==> src/rtl/adder_operand_sequencer_pkg.sv <==
// Shared definitions for the adder operand sequencer: operand width and FSM state encodings.
package adder_operand_sequencer_pkg;

    localparam int OPW = 2;

    typedef enum logic [1:0] {
        S_A    = 2'd0,
        S_B    = 2'd1,
        S_SUM  = 2'd2,
        S_SHOW = 2'd3
    } state_t;

endpackage

==> src/rtl/adder_operand_sequencer_rise_detect.sv <==
// Rising-edge detector. The history flop resets to 1, so an input held high through reset
// must be released and asserted again before it produces a pulse.
module rise_detect (
    input  logic clk,
    input  logic rst,
    input  logic in,
    output logic pulse
);

    logic in_q;

    always_ff @(posedge clk) begin
        if (rst) begin
            in_q <= 1'b1;
        end else begin
            in_q <= in;
        end
    end

    assign pulse = in & ~in_q;

endmodule

==> src/rtl/adder_operand_sequencer.sv <==
// Captures two operands from the switches on successive load presses, feeds them to the
// external adder, then registers the sum and presents it with a valid flag for a hold window.
module adder_operand_sequencer
    import adder_operand_sequencer_pkg::*;
#(
    parameter int HOLD_CYCLES = 8,
    parameter int CNT_W       = 4
) (
    input  logic           clk,
    input  logic           rst,
    input  logic [OPW-1:0] sw,
    input  logic           load,
    input  logic           clear,
    output logic [OPW-1:0] op_a,
    output logic [OPW-1:0] op_b,
    input  logic [OPW-1:0] sum_in,
    output logic [OPW-1:0] result,
    output logic           result_valid,
    output logic [1:0]     state
);

    localparam logic [CNT_W-1:0] HOLD_LAST = CNT_W'(HOLD_CYCLES - 1);

    state_t           st;
    logic [CNT_W-1:0] cnt;
    logic             load_rise;

    rise_detect u_load_rise (
        .clk   (clk),
        .rst   (rst),
        .in    (load),
        .pulse (load_rise)
    );

    // A press while showing a result restarts the sequence with that press as operand A,
    // so the hold window gives way to the press before the counter is considered.
    always_ff @(posedge clk) begin
        if (rst || clear) begin
            st           <= S_A;
            op_a         <= '0;
            op_b         <= '0;
            result       <= '0;
            result_valid <= 1'b0;
            cnt          <= '0;
        end else begin
            case (st)
                S_A: begin
                    if (load_rise) begin
                        op_a <= sw;
                        st   <= S_B;
                    end
                end
                S_B: begin
                    if (load_rise) begin
                        op_b <= sw;
                        st   <= S_SUM;
                    end
                end
                S_SUM: begin
                    result       <= sum_in;
                    result_valid <= 1'b1;
                    cnt          <= HOLD_LAST;
                    st           <= S_SHOW;
                end
                S_SHOW: begin
                    if (load_rise) begin
                        op_a         <= sw;
                        result_valid <= 1'b0;
                        st           <= S_B;
                    end else if (cnt == '0) begin
                        result_valid <= 1'b0;
                        st           <= S_A;
                    end else begin
                        cnt <= cnt - 1'b1;
                    end
                end
                default: st <= S_A;
            endcase
        end
    end

    assign state = st;

endmodule

==> config.mk <==
export PLATFORM = sky130hd
export DESIGN_NAME = adder_operand_sequencer
export DESIGN_NICKNAME = d
export VERILOG_FILES = /design/src/rtl/adder_operand_sequencer_pkg.sv /design/src/rtl/adder_operand_sequencer_rise_detect.sv /design/src/rtl/adder_operand_sequencer.sv
export SDC_FILE = /design/constraint.sdc
export NUM_CORES = 1
export LEC_CHECK = 0
export CORE_ASPECT_RATIO = 0.8
export CORE_MARGIN = 5
export CORE_UTILIZATION = 31
export CTS_CLUSTER_SIZE = 20
export DETAILED_ROUTE_END_ITERATION = 8
export PLACE_DENSITY = 0.62
export SETUP_SLACK_MARGIN = 0.2
export SYNTH_ARGS = -nofsm -noshare
export SYNTH_HDL_FRONTEND = slang
export SYNTH_SLANG_ARGS = --single-unit
==> constraint.sdc <==
create_clock -name clk -period 2.6 [get_ports clk]
set_clock_uncertainty 0.2 [all_clocks]
set_input_delay 0.26 -clock clk [delete_from_list [all_inputs] [get_ports clk]]
set_output_delay 0.26 -clock clk [all_outputs]
set_load 0.02 [all_outputs]
==> results by stage <==
Critical path:
- The biggest fanout along the worst timing path is 7.
- The critical path startpoint category is a flop.
- The type of element capturing the critical path is a flop.
- The critical path is of the flop to flop type.
- The required time of the critical path is approximately 2.6 ns.
- The largest individual stage delay along the critical path comes from the cell sky130_fd_sc_hd__or3_1.
- The cell family contributing the most delay on the critical path is simple AND/OR/NAND/NOR gates.
- The critical path goes through ha_1 > inv_2 > or3_1 > mux2_4 > nor2_2.
- Counting both buffers and inverters, the worst setup path holds a total of 1.
- The largest single stage delay on the critical path is 0.48 ns.
- Data on the critical path arrives at its endpoint at 2.03 ns.

Placed design:
- The port buffer count is 16.
- Detailed placement finished with a half-perimeter wire length of about 1.2 mm.
- The congestion estimate from routability-driven global placement came to 0.745.

Final layout:
- The post-layout utilization of the core is a little over two fifths.
- The antenna diode count is 0.
- After filler insertion, the fill cell instance count of the layout stands at about 230.
- The area overhead of the layout relative to synthesis is 29.1%.
- At the end of the flow, the number of nets in the layout was about 110.
- In the final layout, the share of cells above drive strength 1 is 15.2%.

Clocking:
- The number of H-tree levels is 1.
- The clock transition at the register clock pins on the worst setup and hold paths after CTS is ~0.09 ns.
- Hold repair after CTS inserted 0 buffers.
- The clock net in this run drives a total of 14 sinks.
- The root cell of the clock tree is sky130_fd_sc_hd__clkbuf_4.
- No sink is reached through more buffers than the 2 on the longest clock path.
- The post-CTS repair timing setup buffer count is 0.
- The post-cts gate resize count is 0.
- Clock latency on the worst-skew pair, taken at its later pin, is roughly 0.28 ns.
- TritonCTS built the clock tree.
- The number of buffers created by CTS is 3.

Pwr:
- VDD sags by at most between 0.0003 and 0.0004 V.
- Total power for the finished layout comes to 413 µW.
- The power density over the cells is 445 nW/µm².
- The cell leakage power is around 0.33 nW.

Global routing:
- The number of global-route vias before repair is 570.
- Entering global routing, the biggest net connects 14 pins.
- The total overflow left after global routing is 0.
- The wire length of the first global-routing pass is 2.67 mm.
- Global routing used 10.4% of the available tracks across all layers.
- The number of antenna violations at the first check in global routing was 0.

Yosys:
- The total number of yosys warnings is 0.
- The average instance in the mapped netlist occupies around 9 µm².
- In the synthesized netlist, the number of instances is a little over 80.
- The synthesized netlist occupies a cell area of 718 µm².
- Synthesis inferred 14 register bits.
- The proportion of synthesized chip area in sequential cells is 39.0%.
- Yosys mapped the design onto 30 distinct sky130hd cell types.
- The number of nets in the synthesized netlist is 96.

Job:
- The count of maximum capacitance violations is 0.

Floorplanning:
- The effective utilization at floorplan is 33.0%.
- The floorplan step defined a die boundary enclosing 3390 µm².
- The number of top-level design ports is 17.
- The core region is around 2200 µm².
- The number of core rows is 15.
- The floorplan step set the die width to between 60 and 70 µm.
- The die height is 53.1 µm.

Route:
- The sum of routed wire length over all layers is roughly 1.6 mm.
- Using the TritonRoute via totals, the vias-per-cell ratio works out to 4.98.
- The final antenna-violating net count is 0.
- The DRC violation total after the first TritonRoute iteration is 18.
- The pre-antenna-repair detailed-routing pass consisted of 4 iterations.
- Summing over every cut layer, the via total after detailed routing is approximately 620.
- The number of design rule violations left after detail routing is 0.
- The routed wirelength normalized by instance count is about 13 µm.

Timing:
- The clock period minus final worst setup slack is 2.00 ns.
- The setup TNS is 0 ns.
- Setup violations remaining at the end of the flow were counted as 0.
- For the pin with the worst max-slew slack, the measured transition is about 0.4 ns.
- The final period utilization is a little under 80%.
- The worst pin sits at a relative slew slack of around 73%.
- The number of pins with negative max-slew slack in the final report is 0.
- The count of final hold-check violations came to 0.
- Setup repair after global routing left no endpoint under its margin.
- The highest achievable clock rate is between 500 and 600 MHz.

Status:
- The run finished with clean final reports.

Min path:
- The class of the worst hold path is flop to flop.
## through the flow
step	std cells	area [µm²]	setup WS (ns)	hold WS, ns
after floorplan	82	718	0.636	0.164
after global placement	120	891	0.611	0.251
after detailed placement	120	891	0.583	0.255
after CTS	124	927	0.604	0.269
after global routing	124	927	0.508	0.297
final	124	927	0.603	0.265
## flip-flops by register name (all words and copies together), names as in the netlist
| signal | cells |
|---|---|
| u_load_rise.in_q | 1 |
| op_b | 2 |
| result | 2 |
| cnt | 4 |
| state | 2 |
| op_a | 2 |
| result_valid | 1 |
## placed cells by master (no fill, tap or decap)
master	instances
sky130_fd_sc_hd__clkdlybuf4s50_1	16
sky130_fd_sc_hd__clkbuf_8	1
sky130_fd_sc_hd__nand2_1	7
sky130_fd_sc_hd__nor2_2	1
sky130_fd_sc_hd__a211o_2	1
sky130_fd_sc_hd__nor3_1	2
sky130_fd_sc_hd__o2111ai_1	1
sky130_fd_sc_hd__nor2_1	8
sky130_fd_sc_hd__and2b_2	1
sky130_fd_sc_hd__clkbuf_4	3
sky130_fd_sc_hd__a41o_2	2
sky130_fd_sc_hd__or3_2	1
sky130_fd_sc_hd__o22ai_1	1
sky130_fd_sc_hd__inv_2	1
sky130_fd_sc_hd__nor3b_1	1
sky130_fd_sc_hd__dfxtp_1	14
sky130_fd_sc_hd__inv_1	4
sky130_fd_sc_hd__and2b_4	1
sky130_fd_sc_hd__or3_1	1
sky130_fd_sc_hd__ha_1	6
sky130_fd_sc_hd__mux2_4	1
sky130_fd_sc_hd__a211oi_1	1
sky130_fd_sc_hd__a21oi_1	7
sky130_fd_sc_hd__a32o_1	1
sky130_fd_sc_hd__nand3_1	3
sky130_fd_sc_hd__nand4_1	1
sky130_fd_sc_hd__mux2i_1	2
sky130_fd_sc_hd__o21ai_0	5
sky130_fd_sc_hd__a31oi_1	1
sky130_fd_sc_hd__nand2b_1	2
sky130_fd_sc_hd__or2_2	2
## cell usage after synthesis
cell type / instances / area share [%]
sky130_fd_sc_hd__nor3_1: 2 / 1.4
sky130_fd_sc_hd__nor3b_1: 1 / 1.0
sky130_fd_sc_hd__nand2_1: 7 / 3.7
sky130_fd_sc_hd__mux2_4: 1 / 2.1
sky130_fd_sc_hd__dfxtp_1: 14 / 39
sky130_fd_sc_hd__inv_2: 1 / 0.52
sky130_fd_sc_hd__a31oi_1: 1 / 0.87
sky130_fd_sc_hd__o2111ai_1: 1 / 1.2
sky130_fd_sc_hd__o22ai_1: 1 / 0.87
sky130_fd_sc_hd__nand4_1: 1 / 0.87
sky130_fd_sc_hd__nor2_2: 1 / 0.87
sky130_fd_sc_hd__nor2_1: 8 / 4.2
sky130_fd_sc_hd__a41o_2: 2 / 3.1
sky130_fd_sc_hd__a211o_2: 1 / 1.4
sky130_fd_sc_hd__and2b_2: 1 / 1.2
sky130_fd_sc_hd__and2b_4: 1 / 1.4
sky130_fd_sc_hd__mux2i_1: 2 / 2.8
sky130_fd_sc_hd__buf_6: 1 / 1.6
sky130_fd_sc_hd__inv_1: 4 / 2.1
sky130_fd_sc_hd__nand2b_1: 2 / 1.7
sky130_fd_sc_hd__a21oi_1: 7 / 4.9
sky130_fd_sc_hd__or3_2: 1 / 1.0
sky130_fd_sc_hd__ha_1: 6 / 10
sky130_fd_sc_hd__o21ai_0: 5 / 3.5
sky130_fd_sc_hd__or3_1: 1 / 0.87
sky130_fd_sc_hd__nand3_1: 3 / 2.1
sky130_fd_sc_hd__a32o_1: 1 / 1.4
sky130_fd_sc_hd__or2_2: 2 / 1.7
sky130_fd_sc_hd__a211oi_1: 1 / 1.0
sky130_fd_sc_hd__clkbuf_1: 2 / 1.0
## layer usage
metal	routed length (µm)	vias up	track usage [%]	part of all wire [%]
li1	-	324	-	-
met4	9	0	4.15	0.56
met5	0	-	0	0
met3	76	2	5.31	4.7
met2	682	11	14.5	42
met1	852	281	13.4	53
## where the power goes
group          internal (mW)  switching (mW)
logic                 0.0178          0.0166
registers              0.216         0.00170
clock network         0.0853          0.0748
total                  0.319          0.0932
## tightest hold or removal path, cell delays in order (launching register included)
cell and delay [ns]:
sky130_fd_sc_hd__dfxtp_1 0.32, sky130_fd_sc_hd__nand2_1 0.05, sky130_fd_sc_hd__a21oi_1 0.05
## cell families after synthesis
| family | share of synthesized area, % |
|---|---|
| flip-flops | 39.0 |
| multiplexers | 4.88 |
| buffers and inverters | 5.23 |
| AO/OA/AOI/OAI | 18.3 |
| adder cells (fa/ha/maj) | 10.5 |
| AND/OR/NAND/NOR | 22.1 |
## layout make-up
class	count	area (µm²)	share of cell area, %
Clock buffer	4	36.3	3.91
Inverter	5	18.8	2.02
Multi-Input combinational cell	60	400	43.2
Sequential cell	14	280	30.2
Tap cell	25	31.3	3.37
Timing Repair Buffer	16	160	17.3
## final timing paths
path / startpoint / end / slack, ns / cells after the start
min: op_b[0] / op_b[0] / 0.26 / 2
min reg2reg: op_b[0] / op_b[0] / 0.26 / 2
max: state[0] / cnt[1] / 0.60 / 5
max reg2reg: state[0] / cnt[1] / 0.60 / 5
No activity file was read; power rests on OpenSTA's default activity.
==> edit (config.mk and constraints unchanged) <==
Set the parameter `CNT_W` to 5 (it was 4).
--- a/src/rtl/adder_operand_sequencer.sv
+++ b/src/rtl/adder_operand_sequencer.sv
@@ -6,3 +6,3 @@
     parameter int HOLD_CYCLES = 8,
-    parameter int CNT_W       = 4
+    parameter int CNT_W       = 5
 ) (
Formal check against the unedited RTL: no difference found for any inputs over 10 cycles, from zero or initial values and one cycle with rst high; that may be too few to reach the edited logic, so the function may still have changed.
==> edit against the unedited design <==
- cell area rose by 2.8%
- setup slack improved by 0.13 ns
- power fell by 2.1%
- synthesized area rose by 5.6%
- sequential cell count rose by 1
- cell count rose by 0.81%
- critical path type unchanged
- count of clock-buffer cells in the layout did not move
- wire length fell by 4.6%
==> edit: results (changes against the unedited design) <==
[placement]
place_congestion = 0.809  ; +8.7%
placed_area_um2 = 927  ; +4.1%
placedCellCount = 121  ; +0.83%
place_ws_ns = 0.571  ; -0.0125 ns
place_hpwl_um = 1140  ; -6.3%

[yosys]
yosys_register_bits = 15  ; +1
syn_nets = 94  ; -2.1%
synth_cell_types = 26  ; -13%
synthTopCellsByCount = 15 x dfxtp_1, 8 x nor2_1, 7 x a21oi_1
async_flop_share_pct = 0  ; unchanged
ys_seq_area_share_pct = 39.6  ; +0.58 points
synth_ff_type = dfxtp_1
syn_inst = 80  ; -2.4%
netlist_top_cells_area = dfxtp_1 40%, ha_1 9.9%, mux2i_1 5.3%

[critical_path]
cp.arrival_ns = 1.86  ; -0.17 ns
cp-end-kind = register
reg2reg_to = cnt[2]
startpoint = cnt[0]
crit_fanout = 8  ; +1
r2r_cells = 6  ; +1
r2r_slack_ns = 0.73  ; +0.13 ns

[power]
irDropWorstVdd_v = 0.000234  ; -22%
p_leak_nw = 0.336  ; +1.7%

[cts]
clock_latency_ns = 0.29
clockBufferDepth = 2  ; unchanged
cts_max_level = 1  ; unchanged
cts_root_buf = clkbuf_4
ctsResizeCount = 0  ; unchanged

[detailed_routing]
drt_iter0_drc = 36  ; +18
wirelength_um = 1550  ; -4.6%
routed_via_density = 5.14  ; +3.1%
vias = 642  ; +3.9%

[floorplan]
rows = 16  ; +1

[run_status]
status = finished clean

[cells_and_area]
largest_reg_flops = 5  ; +1
drive_gt1_share_pct = 8.16  ; -7.0 points
nets = 113  ; -0.88%
n_fill_cell = 244  ; +4.7%
syn_to_final_growth_pct = 25.7

[global_routing]
grt_pass1_vias = 613  ; +7.5%
grt_use_total_pct = 10.4  ; -0.012 points
grt_pass1_wl_um = 2730  ; +2.3%
grt_start_max_net_pins = 13  ; -1

[timing]
slew_headroom_pct = 73.2  ; +0.081 points
timing.fmax_ghz = 0.536  ; +7.0%

[hold_path]
hold_class = register to register

==> edit: layout make-up <==
type	count	share of cell area, %
clock buffer	4	2.76
inverter	5	1.97
timing repair buffer	16	16.8
multi-input combinational	58	43.4
tap	27	3.54
sequential	15	31.5
==> edit: kinds of logic (layout without fill, tap and decap cells) <==
| logic type | after synthesis | in the layout | synth area share (%) |
|---|---|---|---|
| buf+inv | 7 | 25 | 5.78 |
| compound gates | 19 | 19 | 16.2 |
| mux | 4 | 4 | 5.28 |
| fa+ha+maj | 6 | 6 | 9.90 |
| simple gates | 29 | 29 | 23.3 |
| flops | 15 | 15 | 39.6 |
==> edit: critical path: stages, from the launching register on <==
cell	delay, ns
dfxtp_1	0.38
inv_1	0.06
ha_1	0.24
nor4b_4	0.16
nor3b_4	0.37
a211oi_1	0.13
a311oi_1	0.24
==> edit: worst min-delay path by stage <==
stage	cells after the start	start	end	slack, ns
floorplan	1	rst	u_load_rise.in_q	0.16
global placement	2	op_b[1]	op_b[1]	0.25
detailed placement	2	op_b[1]	op_b[1]	0.25
CTS	2	op_b[1]	op_b[1]	0.26
global route	2	op_b[1]	op_b[1]	0.31
finish	2	op_b[1]	op_b[1]	0.26
==> edit: where the power goes <==
part           leakage, nW  internal, mW  switching, mW
sequential           0.121         0.232        0.00150
combinational        0.200        0.0175         0.0157
clock               0.0150        0.0596         0.0780
total                0.336         0.309         0.0952
==> edit: layer usage <==
layer | routed length [um] | vias to the layer above | global-route usage (%)
li1 | - | 319 | -
met1 | 792 | 301 | 13.2
met5 | 0 | - | 0
met4 | 8 | 0 | 3.10
met3 | 96 | 2 | 5.13
met2 | 650 | 20 | 15.6
